`config.mk`:
```
export PLATFORM = sky130hd
export DESIGN_NAME = mem_tx_streamer_flat
export DESIGN_NICKNAME = d
export VERILOG_FILES = /design/src/rtl/mem_tx_streamer_pkg.sv /design/src/rtl/mem_tx_streamer_if.sv /design/src/rtl/mem_tx_streamer.sv /design/src/flat_wrapper.sv
export SDC_FILE = /design/constraint.sdc
export NUM_CORES = 1
export LEC_CHECK = 0
export CAP_MARGIN = 15
export CORE_MARGIN = 4
export CORE_UTILIZATION = 46
export DETAILED_ROUTE_END_ITERATION = 6
export PLACE_DENSITY_LB_ADDON = 0.1
export SLEW_MARGIN = 20
export SYNTH_ARGS = -nofsm -noshare
export SYNTH_HDL_FRONTEND = slang
export SYNTH_SLANG_ARGS = --single-unit
```
`constraint.sdc`:
```
create_clock -name clk -period 5.6 [get_ports clk]
set_clock_uncertainty 0.15 [all_clocks]
set_input_delay 1.4 -clock clk [delete_from_list [all_inputs] [get_ports clk]]
set_output_delay 1.4 -clock clk [all_outputs]
set_load 0.01 [all_outputs]
```
`src/rtl/mem_tx_streamer_pkg.sv`:
```
// Shared types and constants for the register-file TX streamer.
package mem_tx_pkg;

  // Streamer sequencing: request the channel, read low word, read high word, send beat.
  typedef enum logic [2:0] {
    IDLE = 3'd0,
    REQ  = 3'd1,
    LO   = 3'd2,
    HI   = 3'd3,
    SEND = 3'd4
  } mem_tx_state_t;

  // Offset at which the register file is mapped on the read port.
  localparam int BASE_ADDR = 6;

  // Width of the register-file read address.
  localparam int RD_ADDR_W = 7;

  // Width of a RIFFA channel data beat.
  localparam int BEAT_W = 64;

  // Width of one register-file word.
  localparam int WORD_W = 32;

endpackage

```
`src/rtl/mem_tx_streamer_if.sv`:
```
// RIFFA TX channel bundle (64-bit data path). The streamer is the master,
// the host side is the slave.
interface mem_tx_streamer_if;

  logic        CHNL_TX;
  logic        CHNL_TX_ACK;
  logic        CHNL_TX_LAST;
  logic [31:0] CHNL_TX_LEN;
  logic [30:0] CHNL_TX_OFF;
  logic [63:0] CHNL_TX_DATA;
  logic        CHNL_TX_DATA_VALID;
  logic        CHNL_TX_DATA_REN;

  modport master (
    output CHNL_TX,
    input  CHNL_TX_ACK,
    output CHNL_TX_LAST,
    output CHNL_TX_LEN,
    output CHNL_TX_OFF,
    output CHNL_TX_DATA,
    output CHNL_TX_DATA_VALID,
    input  CHNL_TX_DATA_REN
  );

  modport slave (
    input  CHNL_TX,
    output CHNL_TX_ACK,
    input  CHNL_TX_LAST,
    input  CHNL_TX_LEN,
    input  CHNL_TX_OFF,
    input  CHNL_TX_DATA,
    input  CHNL_TX_DATA_VALID,
    output CHNL_TX_DATA_REN
  );

endinterface

```
`src/rtl/mem_tx_streamer.sv`:
```
// Drains a wrap-around run of 32-bit registers from the register file and
// sends it to the host as one RIFFA TX transaction, two words per 64-bit beat.
// Each beat takes a low-word read cycle, a high-word read cycle and a send
// cycle; an odd final word is sent alone with the upper half zeroed.
module mem_tx_streamer #(
  parameter int NUM_REGS  = 32,
  parameter int IDX_W     = 5,
  parameter int BASE_ADDR = mem_tx_pkg::BASE_ADDR
) (
  input  logic                        clk,
  input  logic                        rst_n,
  input  logic                        start,
  input  logic [IDX_W-1:0]            start_idx,
  input  logic [IDX_W:0]              count,
  output logic                        busy,
  output logic                        done,
  output logic [mem_tx_pkg::RD_ADDR_W-1:0] rd_addr,
  input  logic [31:0]                 rd_data,
  mem_tx_streamer_if.master           tx
);

  import mem_tx_pkg::*;

  localparam logic [IDX_W-1:0]     LAST_IDX  = IDX_W'(NUM_REGS - 1);
  localparam logic [RD_ADDR_W-1:0] ADDR_OFFS = RD_ADDR_W'(BASE_ADDR);

  mem_tx_state_t       r_state;
  logic [IDX_W-1:0]    r_cur_idx;
  logic [IDX_W:0]      r_remain;
  logic [31:0]         r_len;
  logic [WORD_W-1:0]   r_beat_lo;
  logic [BEAT_W-1:0]   r_data;
  logic                r_valid;
  logic                r_tx;
  logic                r_busy;
  logic                r_done;

  logic [IDX_W-1:0]    w_next_idx;
  logic                w_accept;

  // Index advance with explicit wrap so NUM_REGS need not fill IDX_W exactly.
  assign w_next_idx = (r_cur_idx == LAST_IDX) ? {IDX_W{1'b0}} : (r_cur_idx + {{(IDX_W-1){1'b0}}, 1'b1});

  // A zero-length request is dropped; the done cycle also refuses a new start
  // so busy is seen low for at least one cycle between transactions.
  assign w_accept = start && (count != {(IDX_W+1){1'b0}}) && !r_done;

  // Read address is the registered index plus the fixed mapping offset.
  assign rd_addr = {{(RD_ADDR_W-IDX_W){1'b0}}, r_cur_idx} + ADDR_OFFS;

  assign busy                  = r_busy;
  assign done                  = r_done;
  assign tx.CHNL_TX            = r_tx;
  assign tx.CHNL_TX_LAST       = r_tx;
  assign tx.CHNL_TX_LEN        = r_len;
  assign tx.CHNL_TX_OFF        = 31'd0;
  assign tx.CHNL_TX_DATA       = r_data;
  assign tx.CHNL_TX_DATA_VALID = r_valid;

  // Transaction sequencer; every channel output is a register updated here.
  always_ff @(posedge clk or negedge rst_n) begin
    if (!rst_n) begin
      r_state   <= IDLE;
      r_cur_idx <= {IDX_W{1'b0}};
      r_remain  <= {(IDX_W+1){1'b0}};
      r_len     <= 32'd0;
      r_beat_lo <= 32'd0;
      r_data    <= 64'd0;
      r_valid   <= 1'b0;
      r_tx      <= 1'b0;
      r_busy    <= 1'b0;
      r_done    <= 1'b0;
    end else begin
      r_done <= 1'b0;
      case (r_state)
        IDLE: begin
          if (w_accept) begin
            r_cur_idx <= start_idx;
            r_remain  <= count;
            r_len     <= {{(32-IDX_W-1){1'b0}}, count};
            r_tx      <= 1'b1;
            r_busy    <= 1'b1;
            r_state   <= REQ;
          end else begin
            r_busy  <= 1'b0;
            r_state <= IDLE;
          end
        end

        REQ: begin
          if (tx.CHNL_TX_ACK) begin
            r_state <= LO;
          end else begin
            r_state <= REQ;
          end
        end

        LO: begin
          r_beat_lo <= rd_data;
          r_cur_idx <= w_next_idx;
          r_remain  <= r_remain - {{IDX_W{1'b0}}, 1'b1};
          if (r_remain == {{IDX_W{1'b0}}, 1'b1}) begin
            // Odd tail: ship the lone word with a zero upper half.
            r_data  <= {32'd0, rd_data};
            r_valid <= 1'b1;
            r_state <= SEND;
          end else begin
            r_state <= HI;
          end
        end

        HI: begin
          r_data    <= {rd_data, r_beat_lo};
          r_valid   <= 1'b1;
          r_cur_idx <= w_next_idx;
          r_remain  <= r_remain - {{IDX_W{1'b0}}, 1'b1};
          r_state   <= SEND;
        end

        SEND: begin
          if (tx.CHNL_TX_DATA_REN) begin
            r_valid <= 1'b0;
            if (r_remain != {(IDX_W+1){1'b0}}) begin
              r_state <= LO;
            end else begin
              // Last beat consumed: release the channel and flag completion.
              r_tx    <= 1'b0;
              r_len   <= 32'd0;
              r_done  <= 1'b1;
              r_state <= IDLE;
            end
          end else begin
            r_state <= SEND;
          end
        end

        default: begin
          r_valid <= 1'b0;
          r_tx    <= 1'b0;
          r_len   <= 32'd0;
          r_busy  <= 1'b0;
          r_state <= IDLE;
        end
      endcase
    end
  end

endmodule

```
`src/flat_wrapper.sv`:
```
// flat-port wrapper written by rule: the top's interface ports become plain ports
module mem_tx_streamer_flat import mem_tx_pkg::*;
#(
  parameter int NUM_REGS  = 32,
  parameter int IDX_W     = 5,
  parameter int BASE_ADDR = mem_tx_pkg::BASE_ADDR
)
  (clk, rst_n, start, start_idx, count, busy, done, rd_addr, rd_data, tx_CHNL_TX, tx_CHNL_TX_ACK, tx_CHNL_TX_LAST, tx_CHNL_TX_LEN, tx_CHNL_TX_OFF, tx_CHNL_TX_DATA, tx_CHNL_TX_DATA_VALID, tx_CHNL_TX_DATA_REN);
  mem_tx_streamer_if tx_i ();
  input  logic clk;
  input  logic rst_n;
  input  logic start;
  input  logic [IDX_W-1:0] start_idx;
  input  logic [IDX_W:0] count;
  output logic busy;
  output logic done;
  output logic [mem_tx_pkg::RD_ADDR_W-1:0] rd_addr;
  input  logic [31:0] rd_data;
  output wire logic [$bits(tx_i.CHNL_TX)-1:0] tx_CHNL_TX;
  input wire logic [$bits(tx_i.CHNL_TX_ACK)-1:0] tx_CHNL_TX_ACK;
  output wire logic [$bits(tx_i.CHNL_TX_LAST)-1:0] tx_CHNL_TX_LAST;
  output wire logic [$bits(tx_i.CHNL_TX_LEN)-1:0] tx_CHNL_TX_LEN;
  output wire logic [$bits(tx_i.CHNL_TX_OFF)-1:0] tx_CHNL_TX_OFF;
  output wire logic [$bits(tx_i.CHNL_TX_DATA)-1:0] tx_CHNL_TX_DATA;
  output wire logic [$bits(tx_i.CHNL_TX_DATA_VALID)-1:0] tx_CHNL_TX_DATA_VALID;
  input wire logic [$bits(tx_i.CHNL_TX_DATA_REN)-1:0] tx_CHNL_TX_DATA_REN;
  assign tx_CHNL_TX = tx_i.CHNL_TX;
  assign tx_i.CHNL_TX_ACK = tx_CHNL_TX_ACK;
  assign tx_CHNL_TX_LAST = tx_i.CHNL_TX_LAST;
  assign tx_CHNL_TX_LEN = tx_i.CHNL_TX_LEN;
  assign tx_CHNL_TX_OFF = tx_i.CHNL_TX_OFF;
  assign tx_CHNL_TX_DATA = tx_i.CHNL_TX_DATA;
  assign tx_CHNL_TX_DATA_VALID = tx_i.CHNL_TX_DATA_VALID;
  assign tx_i.CHNL_TX_DATA_REN = tx_CHNL_TX_DATA_REN;
  mem_tx_streamer #(.NUM_REGS(NUM_REGS), .IDX_W(IDX_W), .BASE_ADDR(BASE_ADDR)) u_core (.clk(clk), .rst_n(rst_n), .start(start), .start_idx(start_idx), .count(count), .busy(busy), .done(done), .rd_addr(rd_addr), .rd_data(rd_data), .tx(tx_i));
endmodule
```
# == After elaboration in Yosys (flattened, before gate mapping) ==
# Cells that the tools add are included.
# word_totals
reg_bits,146
word_cells,70
out_inout_bits,139
# op_classes
eq_ne,10
reduce_logical,16
n_mux,29
add_sub_neg,3
n_bitwise,2
# ops
op,count
$pmux 64 s2,1
$mux 32,3
$pmux 32 s3,1
$mux 64,1
$pmux 3 s5,1
$pmux 6 s2,1
$reduce_bool 6->1,2
$mux 1,10
$mux 5,2
$pmux 5 s2,1
$add 5x3->6 const B,1
$eq 3x2->1 const B,2
$eq 6x1->1 const B,1
$mux 3,2
$mux 6,1
$sub 6x1->6 const B,1
$add 5x1->5 const B,1
$eq 5x5->1 const B,1
$mux 2,2
$ne 2x1->1 const B,2
$ne 2x2->1 const B,2
$pmux 1 s4,1
$reduce_and 2->1,2
$reduce_and 4->1,1
other kinds (13),17

# == Longest topological paths before layout ==
# Gate-level depths: netlist (run 1).
# depth
word_depth,5
depth_mapped,8
mapped_depth_nobuf,6

# == Worst setup path before layout (run 1) ==
# No wires, ideal clock.
# synth_timing
path_type,input-to-reg
startpoint,input count[1]
endpoint,register u_core.r_remain[0]
t_arrival_ps,2370
path_buffers,1
t_required_ps,5324
path_slack_ps,2954
setup_time_ps,126
path_stages,4
cell_sequence,nor4_1 -> a211oi_2 -> buf_4 -> a221o_1
# synth_between
elab_chain_len,5
# synth_rtl
item,line,source
from (decl),flat_wrapper.sv:14,input logic [IDX_W:0] count;
$reduce_bool 6->1,mem_tx_streamer.sv:46,assign w_accept = start && (count != {(IDX_W+1){1'b0}}) && !r_done;
$logic_and 1x1->1 (2 in series),mem_tx_streamer.sv:46,
$ne 2x1->1 (no source line),-,
$reduce_and 2->1 (no source line),-,
to (signal assigned),mem_tx_streamer.sv:65,r_remain <= {(IDX_W+1){1'b0}};
to (signal assigned),mem_tx_streamer.sv:79,r_remain <= count;
to (signal assigned),mem_tx_streamer.sv:101,"r_remain <= r_remain - {{IDX_W{1'b0}}, 1'b1};"
to (decl),mem_tx_streamer.sv:29,logic [IDX_W:0] r_remain;
# Every way passes these cells.
# A chain may end at the register's enable or synchronous reset.

# == Worst setup path after layout (run 1) ==
# layout_timing
startpoint,register u_core.r_cur_idx[1]
endpoint,output rd_addr[5] (netlist bit)
# layout_between
elab_chain_len,1
# layout_rtl
item,line,source
from (decl),mem_tx_streamer.sv:28,logic [IDX_W-1:0] r_cur_idx;
from (signal assigned),mem_tx_streamer.sv:64,r_cur_idx <= {IDX_W{1'b0}};
from (signal assigned),mem_tx_streamer.sv:78,r_cur_idx <= start_idx;
from (signal assigned),mem_tx_streamer.sv:100,r_cur_idx <= w_next_idx;
$add 5x3->6,mem_tx_streamer.sv:49,"assign rd_addr = {{(RD_ADDR_W-IDX_W){1'b0}}, r_cur_idx} + ADDR_OFFS;"
to (decl),flat_wrapper.sv:17,output logic [mem_tx_pkg::RD_ADDR_W-1:0] rd_addr;
# Every way passes these cells.

==> results_dict.tcl, run 1 <==
set metrics [dict create \
    seqCellArea_um2 3000 \
    start_kind "flop" \
    cts_buffers 17 \
    min_path_type "reg -> reg" \
    ys_types 45 \
    grt_pass1_vias 3716 \
    rrSetupSlack_ps 2850 \
    grt_use_total_pct 16.7 \
    first_iter_violations 183 \
    cts_setup_buffers 0 \
    grt-ovfl-total 0 \
    drv_cap 0 \
    ctsHoldBuffers 0 \
    end_kind "primary output" \
    slew_viol_final 0 \
    synthFlopType "dfrtp_1" \
    area_growth_pct 29.4 \
    fill_cells 984 \
    slew_headroom_pct 37.7 \
    period_needed_ps 3400 \
    r2r_cells 6 \
    synth-async-reset-ratio_pct 100 \
    viasPerCell 4.96 \
    cts_tree "yes" \
    rows 40 \
    netlist_top_cells_count "dfrtp_1 (120), mux2_2 (71), buf_4 (61)" \
    syn_area_per_cell_um2 13.2 \
    yosysTopAreaCellShare_pct 52.3 \
    ir_worst_vdd_mv 0.292 \
    max_freq_mhz 295 \
    postSynthCellCount 433 \
    grt_start_max_net_pins 65 \
    layout-drive-gt1-share_pct 22.6 \
    clkTransAtPathRegs_ps 50 \
    cts_sinks 120 \
    grt_pass1_wl_um 19000 \
    hpwl_um 8120 \
    dr_total_vias 3664 \
    critical_path_class "reg -> out" \
    fp.dieH_um 120 \
    grt_antenna_before_repair 0 \
    n_antenna_cell 0 \
    cts-resized-gates 0 \
    synth_edf_count 0 \
    critPathLaunch "u_core.r_cur_idx[1]" \
    required_ps 4050 \
    gp_congestion 0.841 \
    core_um2 12100 \
    wl_um 11800 \
    first_pass_iters 4 \
    die_w_um 120 \
    fin_nets 612 \
    synth_area_leaders "dfrtp_1 (52%), mux2_2 (14%), buf_4 (8.0%)" \
    rr_startpoint "u_core.r_remain[1]" \
    worstPathMaxFanout 5 \
    die_area_um2 14300 \
    post_dp_cell_area_um2 6870 \
    route.detailed.drc 0 \
    floorplan.initialDensity_pct 47.4 \
    yosysMostFrequentCell "dfrtp_1" \
    fin_setup_tns_ps 0 \
    clk_latency_ps 400 \
    tightest_slew_ps 935 \
    fin_crit_sh_pct 60.6 \
    clockBufferDepth 2 \
    cp.arrival_ps 1850 \
    ys_seq_area_share_pct 52.3 \
    multiInputGateArea_um2 2310 \
    antenna_left 0 \
    power.static_leakage_nw 3.25 \
    hold_viol 0 \
    cts-root-buf "clkbuf_16" \
    finalInstanceArea_um2 7420 \
    yosysTopAreaCell "dfrtp_1" \
    ys_ff_latch 120 \
    h-tree-depth 4 \
    critPathCapture "rd_addr[5]" \
    finalSetupViolations 0 \
    p_per_area_nw_per_um2 599 \
    reg2reg_to "u_core.tx.CHNL_TX_DATA[23]" \
    pin_count 187 \
    synth_area_um2 5740 \
    ys.warnings.count 0 \
    rsz0062_at_grt "no" \
    io_buffer_count 128 \
    wl_per_cell_um 16.0 \
    status "finished clean" \
]
placed cells by master (no fill, tap or decap), types with 6 or more instances in the layout:
cell | Yosys | layout
clkbuf_16 | 0 | 17
mux2_4 | 20 | 20
conb_1 | 1 | 58
inv_1 | 9 | 9
ha_1 | 6 | 6
mux2_2 | 71 | 71
dfrtp_1 | 120 | 120
o21ai_0 | 8 | 8
nor2_1 | 8 | 8
clkdlybuf4s50_1 | 0 | 127
a22o_1 | 38 | 38
nand2_1 | 11 | 11
clkbuf_1 | 3 | 7
final cells by class:
type	instances	share of cell area, %
multi-input cells	278	31.1
well taps	168	2.83
clock inverters	2	0.472
repair buffers	132	17.6
flip-flops and latches	120	40.5
clock buffers	29	7.01
inverters	9	0.455
report_power, final:
part / total (mW) / internal, mW / switching [mW]
Sequential: 1.57 / 1.30 / 0.270
Clock: 1.02 / 0.666 / 0.351
Combinational: 1.86 / 1.11 / 0.747
stage by stage:
| stage | utilization [%] | hold slack [ps] | instances | setup slack [ps] | power, mW |
|---|---|---|---|---|---|
| after detailed placement | 56.7 | 341 | 707 | 2290 | 3.46 |
| final | 61.3 | 348 | 738 | 2200 | 4.44 |
| after global placement | 56.7 | 333 | 707 | 2340 | 3.41 |
| after global routing | 61.3 | 366 | 738 | 2080 | 4.72 |
| after CTS | 61.3 | 352 | 738 | 2160 | 4.51 |
| after floorplan | - | 324 | 490 | 2950 | 2.68 |
state kept, by name (all words and copies together) (netlist names):
| signal | cells |
|---|---|
| u_core.tx.CHNL_TX_DATA | 64 |
| u_core.r_beat_lo | 32 |
| u_core.r_remain | 6 |
| u_core.tx.CHNL_TX_LEN | 6 |
| u_core.r_cur_idx | 5 |
| u_core.r_state | 3 |
| u_core.busy | 1 |
| u_core.done | 1 |
| u_core.tx.CHNL_TX | 1 |
| u_core.tx.CHNL_TX_DATA_VALID | 1 |
per-layer routing:
metal	part of all wire, %	vias to the layer above	GRT usage [%]	wire (um)
li1	-	1695	-	-
met1	42	1823	21.1	4930
met2	48	129	26.3	5670
met3	8.4	17	6.36	986
met4	1.6	0	6.23	187
met5	0	-	0	0
worst min-delay path by stage:
stage,cells after the start,startpoint,slack [ps],endpoint
global route,1,u_core.tx.CHNL_TX_DATA[10],370,u_core.tx.CHNL_TX_DATA[10]
floorplan,1,u_core.r_beat_lo[0],320,u_core.r_beat_lo[0]
finish,1,u_core.tx.CHNL_TX_DATA[57],350,u_core.tx.CHNL_TX_DATA[57]
CTS,1,u_core.r_beat_lo[28],350,u_core.r_beat_lo[28]
global placement,1,u_core.r_beat_lo[5],330,u_core.r_beat_lo[5]
detailed placement,1,u_core.r_beat_lo[28],340,u_core.r_beat_lo[28]
worst max-delay path, cell delays in order, from the launching register on:
cell and delay [ps]:
dfrtp_1 410, inv_1 80, ha_1 220, and3b_1 200
clkdlybuf4s50_1 530
logic make-up (layout without fill, tap and decap cells):
family,count (synthesis),in the layout,share of synthesized area (%)
other,1,58,0.0654
AND/OR/NAND/NOR,47,47,4.75
adder cells (fa/ha/maj),6,6,1.31
AO/OA/AOI/OAI,68,68,9.60
buffers and inverters,92,172,11.3
multiplexers,97,97,20.3
flip-flops,120,120,52.3
XOR/XNOR,2,2,0.305
Note: power is estimated with default switching activity, not from simulation.
==> run 2, diff against run 1 <==
--- a/config.mk
+++ b/config.mk
@@ -7,7 +7,7 @@
 export LEC_CHECK = 0
 export CAP_MARGIN = 15
 export CORE_MARGIN = 4
-export CORE_UTILIZATION = 46
+export CORE_UTILIZATION = 42
 export DETAILED_ROUTE_END_ITERATION = 6
 export PLACE_DENSITY_LB_ADDON = 0.1
 export SLEW_MARGIN = 20
==> constraint.sdc (replaced) <==
create_clock -name clk -period 2.9 [get_ports clk]
set_clock_uncertainty 0.15 [all_clocks]
set_input_delay 0.725 -clock clk [delete_from_list [all_inputs] [get_ports clk]]
set_output_delay 0.725 -clock clk [all_outputs]
set_load 0.01 [all_outputs]
==> run 2 against run 1 <==
  * Critical endpoint unchanged
  * Sequential power up 94%
  * Count of clock-buffer cells in the layout decreased by 3
  * Clock power grew 90%
  * Via count is 0.25% lower
  * Sequential cell count is the same
  * Hold slack worse by 190 ps
  * Largest cell class unchanged
  * Die area up 8.9%
==> results_dict.tcl, run 2 (synthesis gave the netlist of run 1 again) <==
set metrics [dict create \
    end_kind "primary output" \
    grt_pass1_vias 3716 \
    slew_headroom_pct 51.6 \
    cts_setup_buffers 0 \
    viasPerCell 4.88 \
    worstPathMaxFanout 6 \
    required_ps 2030 \
    tightest_slew_ps 723 \
    antenna_left 0 \
    fin_setup_tns_ps 0 \
    min_path_type "in -> async" \
    fp.dieH_um 125 \
    hold_viol 0 \
    cts_tree "yes" \
    cts_buffers 17 \
    clkTransAtPathRegs_ps 50 \
    cts-resized-gates 0 \
    critical_path_class "reg -> out" \
    power.static_leakage_nw 3.30 \
    rows 42 \
    status "finished clean" \
    slew_viol_final 0 \
    max_freq_mhz 366 \
    core_um2 13300 \
    cts-root-buf "clkbuf_16" \
    start_kind "flop" \
    grt_start_max_net_pins 65 \
    p_per_area_nw_per_um2 1150 \
    n_antenna_cell 0 \
    hpwl_um 8290 \
    period_needed_ps 2730 \
    drv_cap 0 \
    grt_antenna_before_repair 0 \
    floorplan.initialDensity_pct 43.1 \
    first_iter_violations 171 \
    gp_congestion 0.802 \
    grt-ovfl-total 0 \
    clk_latency_ps 400 \
    route.detailed.drc 0 \
    wl_um 11800 \
    fin_nets 617 \
    placed_cells 720 \
    pin_count 187 \
    cts_sinks 120 \
    fin_crit_sh_pct 94.3 \
    grt_pass1_wl_um 19000 \
    die_area_um2 15600 \
    grt_use_total_pct 15.2 \
    clockBufferDepth 2 \
    h-tree-depth 4 \
    rsz0062_at_grt "no" \
    dr_total_vias 3655 \
    area_growth_pct 31.2 \
    io_buffer_count 128 \
    wl_per_cell_um 15.8 \
    final_cells 749 \
    die_w_um 125 \
    layout_common_cells "clkdlybuf4s50_1 (127), dfrtp_1 (120), mux2_2 (71)" \
    cp.arrival_ps 1860 \
    finalSetupViolations 0 \
    ir_worst_vdd_mv 0.551 \
    ctsHoldBuffers 0 \
    largest_reg_flops 64 \
    final_common_cell "clkdlybuf4s50_1" \
    layout-drive-gt1-share_pct 23.6 \
    first_pass_iters 4 \
]
==> run 2: stage by stage <==
| step | hold WS [ps] | setup slack, ps | utilization (%) | cell area (um^2) | total power, mW |
|---|---|---|---|---|---|
| after CTS | 172 | 143 | 56.6 | 7520 | 8.76 |
| after detailed placement | 341 | 272 | 52.5 | 6980 | 6.76 |
| after floorplan | 279 | 929 | - | 5950 | 5.17 |
| after global routing | 192 | 58.8 | 56.6 | 7520 | 9.16 |
| after global placement | 331 | 335 | 52.5 | 6980 | 6.67 |
| final | 161 | 167 | 56.6 | 7520 | 8.63 |
==> run 2: worst paths after layout <==
check,from,cells after the start,end,slack (ps)
worst min register to register,u_core.tx.CHNL_TX_DATA[17],1,u_core.tx.CHNL_TX_DATA[17],350
worst max-delay path,u_core.r_cur_idx[2],4,rd_addr[5],170
min in group clk,u_core.tx.CHNL_TX_DATA[17],1,u_core.tx.CHNL_TX_DATA[17],350
worst max register to register,u_core.r_remain[1],6,u_core.tx.CHNL_TX_DATA[12],610
worst min-delay path,rst_n,1,u_core.tx.CHNL_TX_DATA[28],160
max in group asynchronous,rst_n,2,u_core.tx.CHNL_TX_DATA[3],1730
==> run 2: power by group <==
| part | switching, mW | leakage [nW] | total [mW] | internal [mW] |
|---|---|---|---|---|
| registers | 0.526 | 1.44 | 3.04 | 2.51 |
| logic | 1.44 | 1.59 | 3.65 | 2.21 |
| clock network | 0.666 | 0.272 | 1.94 | 1.27 |
| total | 2.64 | 3.30 | 8.63 | 5.99 |
==> run 2: routing by layer <==
metal | global-route usage, % | vias up | share of wire (%)
met5 | 0 | - | 0
met4 | 5.55 | 0 | 0.91
met3 | 6.56 | 9 | 8.3
met2 | 23.8 | 145 | 48
met1 | 18.8 | 1810 | 43
li1 | - | 1691 | -
==> run 2: area by class of cell <==
type	count	area (um^2)
clock buffer	26	509
clock inverter	3	40.0
fill	1107	5770
inverter	9	33.8
multi-input combinational	278	2310
sequential	120	3000
tap	176	220
timing repair buffer	137	1410
==> run 2: critical path, cell delays in order (launching register included) <==
cell	delay, ps
dfrtp_1	430
inv_1	90
ha_1	210
and3b_1	210
clkdlybuf4s50_1	530
